## src/rtl/full_adder_unit_pkg.sv

```systemverilog
// Shared arithmetic constants and helpers for the full-adder unit.
package full_adder_unit_pkg;

  localparam int FA_MAX_WIDTH = 64;

  // Result width: sum bits plus the carry-out of the MSB cell.
  function automatic int fa_res_width(input int width);
    return width + 1;
  endfunction

endpackage

```

## src/rtl/full_adder_unit_if.sv

```systemverilog
// Operand/result bundle for full_adder_unit; master drives operands, slave returns results.
interface full_adder_unit_if #(parameter int WIDTH = 1);
  logic             in_valid;
  logic [WIDTH-1:0] a;
  logic [WIDTH-1:0] b;
  logic             c;
  logic [WIDTH-1:0] s;
  logic             cout;
  logic             out_valid;

  modport master (output in_valid, a, b, c, input s, cout, out_valid);
  modport slave  (input in_valid, a, b, c, output s, cout, out_valid);
endinterface

```

## src/rtl/full_adder_unit_fa_cell.sv

```systemverilog
// Combinational 1-bit full adder, the leaf of the ripple chain.
module fa_cell (
  input  logic a,
  input  logic b,
  input  logic cin,
  output logic s,
  output logic cout
);
  logic p;

  assign p    = a ^ b;
  assign s    = p ^ cin;
  assign cout = (a & b) | (cin & p);
endmodule

```

## src/rtl/full_adder_unit.sv

```systemverilog
// Registered WIDTH-bit ripple-carry adder: {cout, s} = a + b + c, one cycle latency.
module full_adder_unit
  import full_adder_unit_pkg::*;
#(
  parameter int WIDTH = 1
) (
  input logic             clk,
  input logic             rst,
  full_adder_unit_if.slave bus
);
  localparam int RW = fa_res_width(WIDTH);

  logic [WIDTH:0]   carry;
  logic [WIDTH-1:0] sum_d;
  logic [RW-1:0]    res_d;
  logic [RW-1:0]    res_q;
  logic             vld_q;

  assign carry[0] = bus.c;

  for (genvar i = 0; i < WIDTH; i++) begin : g_cell
    fa_cell u_cell (
      .a   (bus.a[i]),
      .b   (bus.b[i]),
      .cin (carry[i]),
      .s   (sum_d[i]),
      .cout(carry[i+1])
    );
  end

  assign res_d = {carry[WIDTH], sum_d};

  // Result holds when no new operands arrive; only the valid flag drops.
  always_ff @(posedge clk or posedge rst) begin
    if (rst) begin
      res_q <= '0;
      vld_q <= 1'b0;
    end else begin
      vld_q <= bus.in_valid;
      if (bus.in_valid) res_q <= res_d;
    end
  end

  assign bus.s         = res_q[WIDTH-1:0];
  assign bus.cout      = res_q[WIDTH];
  assign bus.out_valid = vld_q;
endmodule

```

## src/flat_wrapper.sv

```systemverilog
// flat-port wrapper written by rule: the top's interface ports become plain ports
module full_adder_unit_flat import full_adder_unit_pkg::*;
#(
  parameter int WIDTH = 1
)
  (clk, rst, bus_in_valid, bus_a, bus_b, bus_c, bus_s, bus_cout, bus_out_valid);
  full_adder_unit_if #(.WIDTH(WIDTH)) bus_i ();
  input logic clk;
  input logic rst;
  input wire logic [$bits(bus_i.in_valid)-1:0] bus_in_valid;
  input wire logic [$bits(bus_i.a)-1:0] bus_a;
  input wire logic [$bits(bus_i.b)-1:0] bus_b;
  input wire logic [$bits(bus_i.c)-1:0] bus_c;
  output wire logic [$bits(bus_i.s)-1:0] bus_s;
  output wire logic [$bits(bus_i.cout)-1:0] bus_cout;
  output wire logic [$bits(bus_i.out_valid)-1:0] bus_out_valid;
  assign bus_i.in_valid = bus_in_valid;
  assign bus_i.a = bus_a;
  assign bus_i.b = bus_b;
  assign bus_i.c = bus_c;
  assign bus_s = bus_i.s;
  assign bus_cout = bus_i.cout;
  assign bus_out_valid = bus_i.out_valid;
  full_adder_unit #(.WIDTH(WIDTH)) u_core (.clk(clk), .rst(rst), .bus(bus_i));
endmodule
```

## config.mk

```make
export PLATFORM = sky130hd
export DESIGN_NAME = full_adder_unit_flat
export DESIGN_NICKNAME = d
export VERILOG_FILES = /design/src/rtl/full_adder_unit_pkg.sv /design/src/rtl/full_adder_unit_if.sv /design/src/rtl/full_adder_unit_fa_cell.sv /design/src/rtl/full_adder_unit.sv /design/src/flat_wrapper.sv
export SDC_FILE = /design/constraint.sdc
export NUM_CORES = 1
export LEC_CHECK = 0
export ABC_AREA = 1
export CORE_AREA = 2 2 39 41
export DETAILED_ROUTE_END_ITERATION = 10
export DIE_AREA = 0 0 41 43
export PLACE_DENSITY = 0.3
export SLEW_MARGIN = 5
export SYNTH_ARGS = -nofsm -noshare
export SYNTH_HDL_FRONTEND = slang
export SYNTH_SLANG_ARGS = --single-unit
```

## constraint.sdc

```tcl
create_clock -name clk -period 0.8 [get_ports clk]
set_input_delay 0.24 -clock clk [delete_from_list [all_inputs] [get_ports clk]]
set_output_delay 0.24 -clock clk [all_outputs]
set_load 0.1 [all_outputs]
```

Word-level counts from Yosys, hierarchy flattened
Cells that the tools add are included.
{"block": "totals", "word_cells": 7, "out_inout_bits": 3, "rom_bits": 0, "inputBits": 6, "ram_bits": 0, "ff_bits": 3, "latchBits": 0, "memories": 0}
{"block": "op_classes", "eq_ne": 0, "n_lt_le_gt_ge": 0, "n_shift": 0, "reduce_logical": 0, "div": 0, "multipliers": 0, "n_addsub": 0, "n_bitwise": 5, "muxes": 0}
{"operator": "bitwise AND 1 bit", "count": 2}
{"operator": "XOR 1 bit", "count": 2}
{"operator": "OR 1 bit", "count": 1}

Depth between registers and ports, before layout
Gate-level depths: netlist of run 1.
{"block": "logic_depth", "ltp_word": 3, "ltp_mapped": 3, "mapped_depth_nobuf": 3}

Modules after synthesis
From an unflattened synthesis of run 1, not the netlist that was laid out.
{"block": "unflattened", "hier_cells": 12, "hier_area_um2": 125.1}
{"module": "full_adder_unit", "area_per_inst_um2": 105.1, "cells_per_inst": 11, "instances": 1, "seq_area_each_um2": 75.1}
{"module": "fa_cell", "area_per_inst_um2": 20.0, "cells_per_inst": 1, "instances": 1, "seq_area_each_um2": 0.0}

Worst setup path before layout of run 1
Ideal clock, no wire load.
{"block": "synth_timing", "path_type": "reg-to-reg", "from": "reg u_core.res_q[0] (netlist name)", "to": "reg u_core.res_q[0]", "n_path_buf": 0, "stages_incl_launch_ff": 3, "arrival_time_ns": 1.079, "path_slack_ns": -0.346, "setup_time_ns": 0.067, "cell_sequence": "dfrtp_1 nand2_1 nand2_1"}
{"item": "to (signal assigned)", "line": "full_adder_unit.sv:40", "text": "if (bus.in_valid) res_q <= res_d;"}
{"item": "to (decl)", "line": "full_adder_unit.sv:16", "text": "logic [RW-1:0] res_q;"}

Worst setup path in the final report of run 1
{"block": "layout_timing", "from": "reg u_core.res_q[1]", "to": "out bus_cout"}
{"item": "to (decl)", "line": "flat_wrapper.sv:15", "text": "output wire logic [$bits(bus_i.cout)-1:0] bus_cout;"}
No word-level cell between the ends.

==> results.md, run 1 <==
- Outcome: finished with violations
- Failing checks: negative setup slack
- Finished Core Util: 0.206
- Sequential area share after synthesis: 0.600
- Reg area: 86.3 um^2
- Design area: 285 um^2
- DRT Pass-1 Iters: 1
- Post-Syn Area: 125 um^2
- Placed Area: 267 um^2
- CTS root buf: clkbuf_4
- Chip height: 43 um
- Vias per cell: 2.90
- CTS max path bufs: 2
- Max-cap violations: 0
- WL final: 264 um
- Setup CP Type: reg2out
- Worst skew pair latency: 0.23 ns
- Share of cells above drive strength 1: 0.542
- Avg Cell Area, Syn: 10.4 um^2
- Slowest-stage cell, CP: dfrtp_4
- IO Pins: 9
- Final TNS setup: -0.958 ns
- Nature of the critical path endpoint: output port
- Synth cell count leaders: 6 x nand2_1, 3 x dfrtp_1, 2 x inv_1
- Crit-path cells: buf_12
- Fin Clk Skew: 0 ns
- Max incr delay on CP: 0.48 ns
- Startpoint types: flop
- Post-DRT Antenna Nets: 0
- Htree depth: 1
- PortBufs: 8
- Final cell count without fillers: 40
- Chip width: 41 um
- TritonCTS clock tree: built
- Max IR drop VDD: 0.452 mV
- Top cells by area, synth: dfrtp_1 60%, nand2_1 18%, fa_1 16%
- Distinct cells, synth: 4
- Final min period: 1.12 ns
- Largest net degree at the start of global routing: 5
- Post-synth EDFFs: 0
- Pwr Total: 0.688 mW
- Vias in the first global route: 127
- Asr flop ratio synth: 1.00
- # diodes: 0
- Initial drt markers: 0
- Slew @ Worst Pin: 0.130 ns
- Final Hold Fails: 0
- Worst r2r src: u_core.res_q[0]
- Synthesis Warnings: 0
- Placement Setup Slack: -0.578 ns
- Final setup fails: 4
- Synth area leader: dfrtp_1
- Crit path arrival time: 0.88 ns
- CTS Sinks: 3
- Initial antenna violation count: 0
- Drt drc: 0
- Post-synthesis cell count: 12
- Footprint of the multi-input gates: 45.0 um^2
- Ys flop type: dfrtp_1
- Slew HR: 0.913
- Slew Limit Fails: 0
- Nets: 32
- Row cnt: 14
- Fin crit share: 1.40
- CP top delay family: flip-flops
- Crit Path Max Fanout: 2
- Post-route worst setup slack: -0.323 ns
- Global route overflow: 0
- Area growth from synthesis to layout: 128%
- Initial Util: 0.0904
- Placed cell count: 36
- Worst hold path type: in2async
- RD Place Congestion: 0.610
- Worst endpoint required time: 0.56 ns
- Top-count cell post-synth: nand2_1
- CP startpoint: u_core.res_q[1]
- First-pass GRT wire length: 441 um
- CTS buffer count: 3
- Post-CTS setup buffers: 0
- Max Fclk: 891 MHz
- Via count: 116
- Core area: 1380 um^2
- Clock transition at path regs: 0.04 ns
- Hold WS: 0.188 ns
- Seq cells post-synth: 3
- WL per Instance: 6.60 um
- Share of the synthesized area in the top cell type: 0.600
- Total GRT Usage: 0.0483
- Bufs and invs on worst path: 1
- Filler Cells Inserted: 157
- Die area: 1760 um^2
- RSZ-0062 raised after global routing: yes
- Net Count, Synth: 19
- Pwr Density: 2410 nW/um^2
- Leak Pwr: 0.133 nW
## sequential cells by signal, indices dropped and copies added, names as in the netlist
name	count
u_core.bus.out_valid	1
u_core.res_q	2
## per-layer routing
layer / vias up / track usage / routed length, um
li1: 57 / - / -
met1: 46 / 0.0357 / 106
met2: 11 / 0.0469 / 93
met3: 2 / 0.0366 / 47
met4: 0 / 0.100 / 17
met5: - / 0 / 0
## power by group
group,leakage (nW),switching (mW),internal (mW)
Combinational,0.0853,0.145,0.0860
Sequential,0.0328,0.0160,0.179
Clock,0.0150,0.0757,0.187
Total,0.133,0.237,0.452
## cell families (layout without fill, tap and decap cells)
group | Yosys count | count (layout) | synth area share
fa+ha+maj | 1 | 1 | 0.160
buf+inv | 2 | 14 | 0.0600
flops | 3 | 3 | 0.600
simple gates | 6 | 6 | 0.180
## repair_timing
item	CTS	global route
pin swaps	2	0
endpoints found under the setup margin	5	4
resized for setup	15	0
hold buffers	0	0
## worst paths after layout
path | end | slack (ns) | cells past startpoint
worst max-delay path | bus_cout | -0.32 | 1
worst min register to register | u_core.res_q[1] | 0.55 | 2
worst min-delay path | u_core.res_q[1] | 0.19 | 2
min in group clk | u_core.bus.out_valid | 0.32 | 1
worst max register to register | u_core.res_q[0] | 0.10 | 2
max in group asynchronous | u_core.res_q[0] | 0.47 | 2
## layout make-up
cell class	instances	share of cell area
clock buffer	4	0.0921
inverter	2	0.0263
multi-input combinational	7	0.158
sequential	3	0.303
tap	16	0.0702
timing repair buffer	8	0.351
## layout by cell type (no fill, tap or decap)
master,n
nand2_1,6
clkbuf_4,3
buf_12,3
dfrtp_4,3
inv_1,2
buf_2,2
fa_2,1
clkbuf_1,1
buf_6,1
dlygate4sd2_1,1
clkdlybuf4s50_1,1
No activity file was read; power rests on OpenSTA's default activity.
==> inputs of run 2 (changes only) <==
Settings changed: RECOVER_POWER set to 50.
==> run 2 against run 1 <==
Largest power group unchanged. Clock skew stayed put. Via count stayed put. The flow still finishes with violations (negative setup slack). Critical endpoint unchanged. Total power is 0.15% lower. Setup slack stayed put. Clock-buffer cell count stayed put. Final area stayed put. Routed wire length stayed put. Hold slack better by 0.13 ns. Cell count stayed put. Sequential power hardly changed. Register-to-register slack hardly changed. Critical path type unchanged.
==> results.md, run 2 (synthesis results as in run 1) <==
- Worst endpoint required time: 0.56 ns (about the same)
- Startpoint types: flop (unchanged)
- Global route overflow: 0 (unchanged)
- Drt drc: 0 (unchanged)
- R2r endpoint: u_core.res_q[0] (unchanged)
- Hold_buf cts: 0 (unchanged)
- Slew HR: 0.913 (unchanged)
- Crit path arrival time: 0.88 ns (about the same)
- Most frequent cells in the layout: 6 x nand2_1, 3 x clkbuf_4, 3 x buf_12, 3 x dfrtp_4 (unchanged)
- RD Place Congestion: 0.610 (unchanged)
- WL final: 264 um (unchanged)
- Largest net degree at the start of global routing: 5 (unchanged)
- Area growth from synthesis to layout: 128% (unchanged)
- Nets: 32 (unchanged)
- RSZ-0062 raised after global routing: yes (unchanged)
- Failing checks: negative setup slack (unchanged)
- Largest register FFs: 2 (unchanged)
- Final setup fails: 4 (unchanged)
- Bufs and invs on worst path: 1 (unchanged)
- Slew @ Worst Pin: 0.130 ns (unchanged)
- CP startpoint: u_core.res_q[1] (unchanged)
- Clock transition at path regs: 0.04 ns (about the same)
- Nature of the critical path endpoint: output port (unchanged)
- TritonCTS clock tree: built (unchanged)
- Die area: 1760 um^2 (unchanged)
- Setup CP Type: reg2out (unchanged)
- Cells on worst reg2reg path: 2 (unchanged)
- Via count: 116 (unchanged)
- First-pass GRT wire length: 441 um (unchanged)
- Share of cells above drive strength 1: 0.542 (unchanged)
- Htree depth: 1 (unchanged)
- Vias per cell: 2.90 (unchanged)
- WL per Instance: 6.60 um (unchanged)
- Final min period: 1.12 ns (unchanged)
- Chip width: 41 um (unchanged)
- Pwr Total: 0.687 mW (was 0.688 mW)
- Slew Limit Fails: 0 (unchanged)
- Leak Pwr: 0.133 nW (about the same)
- Footprint of the multi-input gates: 45.0 um^2 (unchanged)
- Post-CTS setup buffers: 0 (unchanged)
- CTS root buf: clkbuf_4 (unchanged)
- Total GRT Usage: 0.0483 (unchanged)
- CP top delay family: flip-flops (unchanged)
- Initial antenna violation count: 0 (unchanged)
- Max IR drop VDD: 0.450 mV (was 0.452 mV)
- Fin crit share: 1.40 (unchanged)
- Fin Clk Skew: 0 ns (unchanged)
- DRT Pass-1 Iters: 1 (unchanged)
- Finished Core Util: 0.206 (unchanged)
- Worst skew pair latency: 0.23 ns (about the same)
- Commonest non-fill, non-tap cell in the layout: nand2_1 (unchanged)
- IO Pins: 9 (unchanged)
- # diodes: 0 (unchanged)
- Initial drt markers: 0 (unchanged)
- Crit-path cells: buf_12 (unchanged)
- Max-cap violations: 0 (unchanged)
- Post-DRT Antenna Nets: 0 (unchanged)
- CTS Sinks: 3 (unchanged)
- Initial Util: 0.0904 (unchanged)
- R2r setup slk: 0.10 ns (about the same)
- CTS buffer count: 3 (unchanged)
- Vias in the first global route: 127 (unchanged)
- Pwr Density: 2410 nW/um^2 (about the same)
- PortBufs: 8 (unchanged)
- Slowest-stage cell, CP: dfrtp_4 (unchanged)
- Worst r2r src: u_core.res_q[0] (unchanged)
- Post-route worst setup slack: -0.323 ns (unchanged)
- Crit Path Max Fanout: 2 (unchanged)
- Worst hold path type: in2async (unchanged)
- Filler Cells Inserted: 157 (unchanged)
- Outcome: finished with violations (unchanged)
- Row cnt: 14 (unchanged)
- Max Fclk: 891 MHz (unchanged)
- Reg area: 86.3 um^2 (unchanged)
- Final Hold Fails: 0 (unchanged)
- Chip height: 43 um (unchanged)
- CTS max path bufs: 2 (unchanged)
- Top reg by flops: u_core.res_q (unchanged)
- Core area: 1380 um^2 (unchanged)
- Max incr delay on CP: 0.48 ns (about the same)
[run 2: how the worst max path moves through the flow]
stage	endpoint	slack, ns	depth (start not counted)
3_3_place_gp	u_core.res_q[0]	-0.58	4
2_1_floorplan	u_core.res_q[0]	-0.11	3
6_report	bus_cout	-0.32	1
3_5_place_dp	u_core.res_q[0]	-0.58	4
5_1_grt	bus_s	-0.35	1
4_1_cts	bus_s	-0.33	1
[run 2: through the flow]
step | hold slack (ns) | setup slack (ns) | setup TNS, ns | cells | cell area (um^2)
after floorplan | -0.00627 | -0.114 | -0.269 | 12 | 136
after CTS | 0.192 | -0.334 | -0.988 | 40 | 285
after global placement | 0.426 | -0.576 | -1.40 | 36 | 267
final | 0.319 | -0.323 | -0.958 | 40 | 285
after detailed placement | 0.434 | -0.578 | -1.40 | 36 | 267
after global routing | 0.321 | -0.348 | -1.05 | 40 | 285
[run 2: final cells by class]
class / count / share of cell area
clock buffers: 4 / 0.0921
inverters: 2 / 0.0263
multi-input cells: 7 / 0.158
flip-flops and latches: 3 / 0.303
well taps: 16 / 0.0702
repair buffers: 8 / 0.351
[run 2: power breakdown]
part           internal (mW)  switching, mW
logic                 0.0851          0.145
clock network          0.187         0.0757
registers              0.179         0.0160
[run 2: what timing repair did]
action                                  in CTS  in global routing
pin swaps                                    2                  0
gates resized for setup                     15                  0
endpoints found under the setup margin       5                  4
[run 2: metal layers]
| layer | vias up | GRT usage | routed length (um) |
|---|---|---|---|
| li1 | 57 | - | - |
| met1 | 46 | 0.0357 | 105 |
| met2 | 11 | 0.0469 | 93 |
| met3 | 2 | 0.0366 | 46 |
| met4 | 0 | 0.100 | 17 |
| met5 | - | 0 | 0 |
==> inputs of run 3 (changes only) <==
Clock period 0.8 ns to 1.21 ns, I/O delays scaled along.
==> run 3 against run 2 <==
The flow now finishes without violations. First-iteration DRC count did not move. Clock-buffer cell count did not move. Die area is the same. Clock skew is the same. Critical path depth unchanged. Hold slack gained 0.12 ns. Sequential share of layout area shrank 2.3 points. Utilization down 0.27 points. Setup slack improved by 0.35 ns. Critical endpoint is now bus_s. Largest cell class unchanged.
==> results.md, run 3 (synthesis results as in run 1) <==
- Vias in the first global route: 123 (was 127)
- Largest net degree at the start of global routing: 5 (unchanged)
- Power Internal: 0.294 mW (was 0.451 mW)
- GR peak layer: met4 (unchanged)
- Crit-path cells: buf_12 (unchanged)
- Die area: 1760 um^2 (unchanged)
- Nature of the critical path endpoint: output port (unchanged)
- CTS max path bufs: 2 (unchanged)
- Share of cells above drive strength 1: 0.375 (was 0.542)
- Worst skew pair latency: 0.23 ns (about the same)
- Final min period: 1.18 ns
- Htree depth: 1 (unchanged)
- Hold WS: 0.436 ns (was 0.319 ns)
- Post-CTS setup buffers: 0 (unchanged)
- Fin crit share: 0.976
- Most frequent cells in the layout: 6 x nand2_1, 3 x clkbuf_4, 3 x dlygate4sd2_1, 3 x buf_12, 3 x dfrtp_2 (was 6 x nand2_1, 3 x clkbuf_4, 3 x buf_12, 3 x dfrtp_4)
- DRT Pass-1 Iters: 1 (unchanged)
- Worst r2r src: u_core.res_q[0] (unchanged)
- Placed Area: 259 um^2 (was 267 um^2)
- Max-cap violations: 0 (unchanged)
- Slew Limit Fails: 0 (unchanged)
- Setup CP Type: reg2out (unchanged)
- Initial antenna violation count: 0 (unchanged)
- Global route overflow: 0 (unchanged)
- Leak Pwr: 0.135 nW (was 0.133 nW)
- RSZ-0062 raised after global routing: no (was yes)
- Switching power: 0.157 mW (was 0.237 mW)
- Chip height: 43 um (unchanged)
- Fin Clk Skew: 0 ns (unchanged)
- Largest register FFs: 2 (unchanged)
- Slew HR: 0.914 (was 0.913)
- Initial drt markers: 0 (unchanged)
- Outcome: complete, no violations (was finished with violations)
- Max Fclk: 847 MHz
- Met1 GRT Util: 0.0326 (was 0.0357)
- Reg power frac: 0.275 (was 0.283)
- PortBufs: 8 (unchanged)
- Max incr delay on CP: 0.41 ns (was 0.48 ns)
- # diodes: 0 (unchanged)
- Slowest-stage cell, CP: dfrtp_2 (was dfrtp_4)
- CTS buffer count: 3 (unchanged)
- Area growth from synthesis to layout: 125% (was 128%)
- GR Layer Usage met2: 0.0500 (was 0.0469)
- Via count: 120 (was 116)
- Final Hold Fails: 0 (unchanged)
- Hold_buf cts: 0 (unchanged)
- Row cnt: 14 (unchanged)
- Crit Path Max Fanout: 2 (unchanged)
- Drt drc: 0 (unchanged)
- CP top delay family: flip-flops (unchanged)
- Chip width: 41 um (unchanged)
- Total GRT Usage: 0.0474 (was 0.0483)
- WL final: 253 um (was 264 um)
- CTS root buf: clkbuf_4 (unchanged)
- Max IR drop VDD: 0.239 mV (was 0.450 mV)
- Final setup fails: 0 (was 4)
- Clock power share: 0.388 (was 0.382)
- Worst hold path type: in2async (unchanged)
- Clock transition at path regs: 0.04 ns (about the same)
- Final cell count without fillers: 40 (unchanged)
- WL per Instance: 6.33 um (was 6.60 um)
- Bufs and invs on worst path: 1 (unchanged)
- CTS Sinks: 3 (unchanged)
- M3 GR Usage: 0.0314 (was 0.0366)
- Cells on worst reg2reg path: 2 (unchanged)
- Nets: 32 (unchanged)
- Slew @ Worst Pin: 0.128 ns (was 0.130 ns)
- Startpoint types: flop (unchanged)
- Top reg by flops: u_core.res_q (unchanged)
- Crit path arrival time: 0.82 ns (was 0.88 ns)
- Worst endpoint required time: 0.85 ns (was 0.56 ns)
- R2r setup slk: 0.58 ns (was 0.10 ns)
- Pwr Density: 1600 nW/um^2 (was 2410 nW/um^2)
- IO Pins: 9 (unchanged)
- Placed cell count: 36 (unchanged)
- R2r endpoint: u_core.res_q[0] (unchanged)
- Combinational cell fraction of total power: 0.337 (was 0.335)
- Post-DRT Antenna Nets: 0 (unchanged)
- Design area: 282 um^2 (was 285 um^2)
- Commonest non-fill, non-tap cell in the layout: nand2_1 (unchanged)
- TritonCTS clock tree: built (unchanged)
- Core area: 1380 um^2 (unchanged)
- Initial Util: 0.0904 (unchanged)
- Switching part of the total: 0.349 (was 0.344)
- RD Place Congestion: 0.522 (was 0.610)
- First-pass GRT wire length: 434 um (was 441 um)
- Vias per cell: 3.00 (was 2.90)
-- run 3: metal layers --
layer	routed length (um)	part of all wire
met3	37	0.15
met2	89	0.35
met1	108	0.43
met5	0	0
met4	19	0.075
-- run 3: worst max-delay path by stage --
stage                     from              end  slack [ns]  cells after the start
3_3_place_gp             bus_c  u_core.res_q[0]       -0.29                      4
2_1_floorplan            bus_c  u_core.res_q[0]        0.17                      3
3_5_place_dp             bus_c  u_core.res_q[0]       -0.29                      4
5_1_grt        u_core.res_q[1]         bus_cout      0.0002                      1
6_report       u_core.res_q[0]            bus_s        0.03                      1
4_1_cts        u_core.res_q[1]         bus_cout        0.02                      1
-- run 3: layout make-up --
type	count	area (um^2)
inverters	2	7.51
repair buffers	8	106
well taps	16	20.0
multi-input cells	7	42.5
clock buffers	4	26.3
fillers	155	1100
flip-flops and latches	3	78.8
-- run 3: timing repair --
action | 4_1_cts | 5_1_grt
endpoints found under the setup margin | 2 | 0
resized for setup | 3 | 0
endpoints found under the hold margin | 0 | 0
-- run 3: power by group through the flow --
stage | registers, mW | logic, mW | clock network [mW]
floorplan | 0.197 | 0.0134 | 0
global placement | 0.125 | 0.157 | 0
detailed placement | 0.126 | 0.157 | 0
CTS | 0.125 | 0.154 | 0.182
global route | 0.126 | 0.159 | 0.199
finish | 0.124 | 0.152 | 0.175
-- run 3: stage by stage --
stage	utilization	setup WS, ns	power [mW]	setup TNS, ns
final	0.203	0.0294	0.451	0
after CTS	0.203	0.0203	0.460	0
after global routing	0.203	0.000193	0.484	0
after floorplan	-	0.173	0.210	0
after detailed placement	0.187	-0.292	0.283	-0.546
after global placement	0.187	-0.291	0.282	-0.537
